$ cat src/rtl/led_display_writer_if.sv
// Bus bundle for the LED / seven-segment output peripheral.
// The CPU side (master) drives address and write data; the peripheral returns registered read data.
interface led_display_writer_if;
  logic [31:0] address;
  logic        we;
  logic [31:0] data_in;
  logic [31:0] data_out;

  modport master (output address, we, data_in, input data_out);
  modport slave  (input address, we, data_in, output data_out);
endinterface

$ cat src/rtl/led_display_writer.sv
// Memory-mapped writer for the 16 board LEDs and the 8-digit multiplexed hex display,
// with registered read-back and a free-running digit scan.
module led_display_writer #(
  parameter logic [31:0] LED_ADDR    = 32'h0000_2004,
  parameter logic [31:0] SEG_ADDR    = 32'h0000_2008,
  parameter logic [31:0] DEN_ADDR    = 32'h0000_200C,
  parameter int          REFRESH_DIV = 100000
) (
  input  logic                 clk,
  input  logic                 rst,
  led_display_writer_if.slave  bus,
  output logic [15:0]          leds,
  output logic [6:0]           seg,
  output logic [7:0]           an
);

  localparam int             PW     = (REFRESH_DIV > 1) ? $clog2(REFRESH_DIV) : 1;
  localparam logic [PW-1:0]  PS_MAX = PW'(REFRESH_DIV - 1);

  logic [15:0]   led_q, led_d;
  logic [31:0]   seg_q, seg_d;
  logic [7:0]    den_q, den_d;
  logic [31:0]   data_out_q, data_out_d;
  logic [PW-1:0] prescaler_q, prescaler_d;
  logic [2:0]    digit_idx_q, digit_idx_d;

  function automatic logic [6:0] hexdec(input logic [3:0] n);
    logic [6:0] s;
    case (n)
      4'h0: s = 7'h40;  4'h1: s = 7'h79;  4'h2: s = 7'h24;  4'h3: s = 7'h30;
      4'h4: s = 7'h19;  4'h5: s = 7'h12;  4'h6: s = 7'h02;  4'h7: s = 7'h78;
      4'h8: s = 7'h00;  4'h9: s = 7'h10;  4'hA: s = 7'h08;  4'hB: s = 7'h03;
      4'hC: s = 7'h46;  4'hD: s = 7'h21;  4'hE: s = 7'h06;  default: s = 7'h0E;
    endcase
    return s;
  endfunction

  always_comb begin
    led_d       = led_q;
    seg_d       = seg_q;
    den_d       = den_q;
    data_out_d  = 32'h0;
    prescaler_d = (prescaler_q == PS_MAX) ? '0 : prescaler_q + PW'(1);
    // 3-bit index wraps 7 -> 0 on its own
    digit_idx_d = (prescaler_q == PS_MAX) ? digit_idx_q + 3'd1 : digit_idx_q;

    // Read-back uses the current (pre-write) register values.
    if (bus.address == LED_ADDR)      data_out_d = {16'h0, led_q};
    else if (bus.address == SEG_ADDR) data_out_d = seg_q;
    else if (bus.address == DEN_ADDR) data_out_d = {24'h0, den_q};

    if (bus.we) begin
      if (bus.address == LED_ADDR)      led_d = bus.data_in[15:0];
      else if (bus.address == SEG_ADDR) seg_d = bus.data_in;
      else if (bus.address == DEN_ADDR) den_d = bus.data_in[7:0];
    end
  end

  always_ff @(posedge clk) begin
    if (rst) begin
      led_q       <= 16'h0;
      seg_q       <= 32'h0;
      den_q       <= 8'hFF;
      data_out_q  <= 32'h0;
      prescaler_q <= '0;
      digit_idx_q <= 3'd0;
    end else begin
      led_q       <= led_d;
      seg_q       <= seg_d;
      den_q       <= den_d;
      data_out_q  <= data_out_d;
      prescaler_q <= prescaler_d;
      digit_idx_q <= digit_idx_d;
    end
  end

  assign bus.data_out = data_out_q;
  assign leds         = led_q;
  // Disabled slots blank the anodes but keep decoding the nibble onto seg.
  assign an           = den_q[digit_idx_q] ? ~(8'b1 << digit_idx_q) : 8'hFF;
  assign seg          = hexdec(seg_q[4*digit_idx_q +: 4]);

endmodule

$ cat src/flat_wrapper.sv
// flat-port wrapper written by rule: the top's interface ports become plain ports
module led_display_writer_flat 
#(
  parameter logic [31:0] LED_ADDR    = 32'h0000_2004,
  parameter logic [31:0] SEG_ADDR    = 32'h0000_2008,
  parameter logic [31:0] DEN_ADDR    = 32'h0000_200C,
  parameter int          REFRESH_DIV = 100000
)
  (clk, rst, leds, seg, an, bus_address, bus_we, bus_data_in, bus_data_out);
  led_display_writer_if bus_i ();
  input  logic clk;
  input  logic rst;
  output logic [15:0] leds;
  output logic [6:0] seg;
  output logic [7:0] an;
  input wire logic [$bits(bus_i.address)-1:0] bus_address;
  input wire logic [$bits(bus_i.we)-1:0] bus_we;
  input wire logic [$bits(bus_i.data_in)-1:0] bus_data_in;
  output wire logic [$bits(bus_i.data_out)-1:0] bus_data_out;
  assign bus_i.address = bus_address;
  assign bus_i.we = bus_we;
  assign bus_i.data_in = bus_data_in;
  assign bus_data_out = bus_i.data_out;
  led_display_writer #(.LED_ADDR(LED_ADDR), .SEG_ADDR(SEG_ADDR), .DEN_ADDR(DEN_ADDR), .REFRESH_DIV(REFRESH_DIV)) u_core (.clk(clk), .rst(rst), .bus(bus_i), .leds(leds), .seg(seg), .an(an));
endmodule
$ cat config.mk
export PLATFORM = sky130hd
export DESIGN_NAME = led_display_writer_flat
export DESIGN_NICKNAME = d
export VERILOG_FILES = /design/src/rtl/led_display_writer_if.sv /design/src/rtl/led_display_writer.sv /design/src/flat_wrapper.sv
export SDC_FILE = /design/constraint.sdc
export NUM_CORES = 1
export LEC_CHECK = 0
export ABC_AREA = 1
export CORE_UTILIZATION = 48
export DETAILED_ROUTE_END_ITERATION = 10
export PLACE_DENSITY = 0.81
export RECOVER_POWER = 100
export SLEW_MARGIN = 15
export SYNTH_ARGS = -nofsm -noshare
export SYNTH_HDL_FRONTEND = slang
export SYNTH_SLANG_ARGS = --single-unit
$ cat constraint.sdc
create_clock -name clk -period 4 [get_ports clk]
set_input_delay 0.8 -clock clk [delete_from_list [all_inputs] [get_ports clk]]
set_output_delay 0.8 -clock clk [all_outputs]
set_load 0.02 [all_outputs]
* After elaboration in Yosys (flattened, before gate mapping)
Memory sizes are Yosys's and may differ from the RTL's.
Index checks and enable logic that the tools add are counted.
** Word-level totals
- Memories :: 1
- Bits in registers :: 108
- Memory bits (read-only) :: 112
** Operators by class
- Magnitude comparators :: 1
- Add/subtract/negate cells :: 2
- Reduce and logical (&&, ||, !) cells :: 5
- Bitwise gates (word level) :: 3
- Eq/ne operators :: 4
- Multiplexer cells :: 6
- Shift-type cells :: 2
** Memory list
- (name not given) :: depth 16, bits a word 7, rd ports 1, clocked after Yosys merged registers in 0, write ports 0, RTL line led_display_writer.sv:29 : case (n)
** Operator list (count)
- 32-bit by 14-bit == test with 1-bit output (second input constant) :: 3
- 32-bit two-way mux :: 1
- 32-bit by 6-bit variable part select with 4-bit output :: 1
- 17-bit by 1-bit adder with 17-bit output (second input constant) :: 1
- 17-bit == test (second input constant) :: 1
- 16-bit two-way mux :: 1
- 8-bit two-way mux :: 2
- 8-bit NOT :: 1
- 1-bit by 3-bit left shift with 8-bit output (first input constant) :: 1
- 3-bit by 4-bit < comparator with 1-bit output (second input constant) :: 1
- 4-bit AND reduction :: 1
- 2-bit OR reduction :: 2
- 3-bit by 1-bit adder with 3-bit output (second input constant) :: 1
- 1-bit binary-select mux with 3-bit select :: 1
- 3-bit AND reduction :: 1
- 1-bit NOT :: 2
- 2-bit AND reduction :: 1
- 1-bit two-way mux :: 1

* Longest topological paths before layout
- Depth after elaboration :: 4
- Depth in mapped cells :: 12
- Depth with buffers taken out :: 11

* Worst setup path before layout
No wires, ideal clock.
- Kind :: reg2out
- Start point :: register u_core.digit_idx_q[0]
- End point :: output port seg[3]
- Slack :: 1527 ps
- Arrival time :: 1673 ps
- Buffers on the path :: 2
- Stages on the path, launching flop included :: 13
- Cell sequence :: dfxtp_1 > buf_2 > buf_2 > nand2_1 > o211ai_1 > nand3_1 > nand2_1 > inv_1 > ha_1 > nand3_1 > nand2_1 > nand2_1 > nand2_1
** On the way
- Word-level cells in the longest chain between the ends :: 2
** RTL lines
- start, declared :: RTL line led_display_writer.sv:25 : logic [2:0] digit_idx_q, digit_idx_d;
- start signal, assigned :: RTL line led_display_writer.sv:73 : digit_idx_q <= digit_idx_d;
- 32-bit by 6-bit variable part select with 4-bit output :: RTL line led_display_writer.sv:81 : assign seg = hexdec(seg_q[4*digit_idx_q +: 4]);
- memory 16 x 7 bit
- end, declared :: RTL line flat_wrapper.sv:14 : output logic [6:0] seg;
Every way passes these cells.

* Final worst setup path
- Start point :: register u_core.digit_idx_q[1]
- End point :: output port seg[6]
The elaborated chain is that of the path after synthesis.

==> impl_metrics.yaml <==
yosys:
  synthSimpleGateAreaFrac_pct: 38.8
  yosys_register_bits: 108
  yosys_warnings: 0
  synthAdderAreaFrac_pct: 2.83
  synth-xor-area-share_pct: 0.660
  synth_edf_count: 0
  synth_ff_type: "dfxtp_1"
  synth-compound-area-share_pct: 6.63
  netlist_instances: 791
  synthDistinctLibCells: 32
  synth-async-reset-ratio_pct: 0
  syn_nets: 870
  synth_seq_area_share_pct: 40.8
  synth_top_family_by_area: "simple AND/OR/NAND/NOR gates"
  avgSynthCellArea_sq_um: 6.71
  synthMuxAreaShare_pct: 0
  syn_area_sq_um: 5310
routing:
  routed_via_density: 4.96
  wl_um: 13300
  vias: 5211
  first_iter_violations: 259
  drcViolationCount: 0
  drt_first_pass_iters: 5
  antenna_left: 0
  wl_per_cell_um: 12.7
finish:
  layout_commonest_cell: "nand2_1"
  final_core_util_pct: 63.2
  fillers: 1024
  nets: 985
  drive_gt1_share_pct: 4.61
  multiInputGateArea_sq_um: 2570
  layout_common_cells: "nand2_1, nor2_1, dfxtp_1"
  area_delta_synth_final_pct: 28.6
  final_area_sq_um: 6820
  regArea_sq_um: 2160
  antenna_cells: 0
setup_path:
  startpoint_type: "flip-flop"
  r2r-end: "u_core.prescaler_q[11]"
  crit_chain: "inv_1, o211ai_1, nand2_1, nand2_1, nand2_1, ha_1, nand3_1, nand2_1, nand2_1, nand2_1, dlygate4sd3_1"
  critPathMaxStageDelay_ps: 760
  crit_top_cell: "nand2_1"
  critical_path_class: "flip-flop to primary output"
  r2r_start: "u_core.prescaler_q[0]"
  cp_slowest_cell: "dfxtp_1"
  worstPathRequired_ps: 3200
  crit_end: "seg[6]"
  end_kind: "primary output"
  worstPathArrival_ps: 2990
  rr_worst_depth: 8
  cp-startpoint: "u_core.digit_idx_q[1]"
  rrSetupSlack_ps: 2160
  cp_max_fo: 19
sta:
  fmax_mhz: 264
  drv_slew: 39
  tightest_slew_ps: 1750
  timing.setup.tns_ps: 0
  finalCriticalPeriod_ps: 3790
  rsz0062_at_grt: "no"
  relSlewSlack_pct: -16.4
  hold_viol_final: 0
  setup_violations: 0
  period_share_pct: 94.8
  whs_ps: 447
  fin_skew_ps: 17.4
outcome:
  outcome: "complete, but fails checks"
  violations: "capacitance limit, slew limit"
clock_tree:
  clk_latency_ps: 380
  postCtsSetupRepairBufs: 0
  clockBufferDepth: 2
  clock_sinks: 108
  cts_buffers: 9
  htreeDepth: 3
  cts_tree: "yes"
  hold_buffers: 0
  clk_pin_slew_ps: 120
  postCtsResizedCells: 0
  cts-root-buf: "clkbuf_8"
power:
  power.leakage_nw: 3.25
  finalPower_mw: 1.92
  vdd.ir_drop.worst_mv: 0.187
  pwr_density_cell_nw_per_um2: 281
grt:
  grtUsageTotal_pct: 24.0
  gr-total-overflow: 0
  use_met2_pct: 40.5
  grt_pass1_vias: 4872
  antenna_found_initial: 0
  met1_usage_pct: 30.8
  met3_usage_pct: 3.47
  grt.busiest_layer: "met2"
  grt_pass1_wl_um: 22000
  grt_max_degree: 65
die:
  die_y_um: 107
  rows: 38
  die-area_sq_um: 11500
  initial_core_util_pct: 49.2
  io_pins: 130
  core-area_sq_um: 10800
  die_w_um: 107
place:
  place_congestion: 0.912
  dpl.hpwl_um: 9590
  io_buffers: 129
  dpl-instance-area_sq_um: 6640
flow_run:
  max_cap_violations: 1
hold_path:
  hp-class: "flip-flop to flip-flop"
flip-flops by register name, summed over array words and instances (netlist names):
register	count
u_core.leds	16
u_core.den_q	8
u_core.digit_idx_q	3
u_core.seg_q	32
u_core.bus.data_out	32
u_core.prescaler_q	17
kinds of logic (layout without fill, tap and decap cells):
kind of cell / after synthesis / count (layout)
XOR/XNOR: 4 / 4
buffers and inverters: 130 / 250
adder cells (fa/ha/maj): 12 / 12
flip-flops: 108 / 108
AND/OR/NAND/NOR: 476 / 476
AO/OA/AOI/OAI: 61 / 61
synthesized netlist by cell type (2+ instances only):
| cell type | number | area, sq um |
|---|---|---|
| nor2_2 | 5 | 31.3 |
| inv_1 | 93 | 349 |
| nor3b_1 | 3 | 22.5 |
| nor2_1 | 161 | 604 |
| inv_2 | 5 | 18.8 |
| nor3_1 | 7 | 35.0 |
| ha_1 | 12 | 150 |
| o22ai_1 | 3 | 18.8 |
| nand2_1 | 196 | 736 |
| o211ai_1 | 17 | 128 |
| nor2_4 | 2 | 22.5 |
| buf_6 | 5 | 56.3 |
| nand3_1 | 74 | 370 |
| a21oi_1 | 20 | 100 |
| nand3b_1 | 11 | 82.6 |
| nand4_1 | 3 | 18.8 |
| nand3_2 | 4 | 40.0 |
| or2_2 | 2 | 12.5 |
| nand2_2 | 4 | 25.0 |
| clkbuf_1 | 5 | 18.8 |
| o21ai_0 | 20 | 100 |
| buf_1 | 4 | 15.0 |
| buf_2 | 17 | 85.1 |
| xor2_1 | 3 | 26.3 |
| dfxtp_1 | 108 | 2160 |
report_power, final:
| group | switching, mW | internal, mW | total (mW) |
|---|---|---|---|
| clock network | 0.417 | 0.306 | 0.723 |
| logic | 0.0479 | 0.0689 | 0.117 |
| registers | 0.00207 | 1.08 | 1.08 |
metal layers:
layer  up-vias  wire length [um]
met3        30               594
li1       2694                 -
met4         0               330
met5         -                 0
met2       144              6290
met1      2343              6140
critical path: cells and delay by family, from the launching register on:
family          cells  cell delay (ps)
flops               1              760
simple gates        7              540
compound gates      1              200
fa+ha+maj           1              210
buf+inv             2              910
cell type report:
| class | instances | share of cell area (%) |
|---|---|---|
| Timing Repair Buffer | 135 | 19.5 |
| Clock buffer | 9 | 1.82 |
| Tap cell | 140 | 2.57 |
| Clock inverter | 7 | 1.30 |
| Inverter | 99 | 5.45 |
| Sequential cell | 108 | 31.7 |
| Multi-Input combinational cell | 553 | 37.6 |
through the flow:
step,instances,worst slack (ps)
after floorplan,791,1530
after global placement,1035,805
after detailed placement,1035,703
after CTS,1051,271
after global routing,1051,34.5
final,1051,209
how the worst min path moves through the flow:
stage                     depth (start not counted)                 endpoint                  start
final                                             2  u_core.bus.data_out[27]       u_core.seg_q[27]
after CTS                                         2  u_core.bus.data_out[27]       u_core.seg_q[27]
after global placement                            1    u_core.prescaler_q[0]  u_core.prescaler_q[0]
after global routing                              2  u_core.bus.data_out[24]       u_core.seg_q[24]
after detailed placement                          2  u_core.bus.data_out[26]       u_core.seg_q[26]
after floorplan                                   2  u_core.bus.data_out[17]       u_core.seg_q[17]
Power figures use the tool's default switching activity.
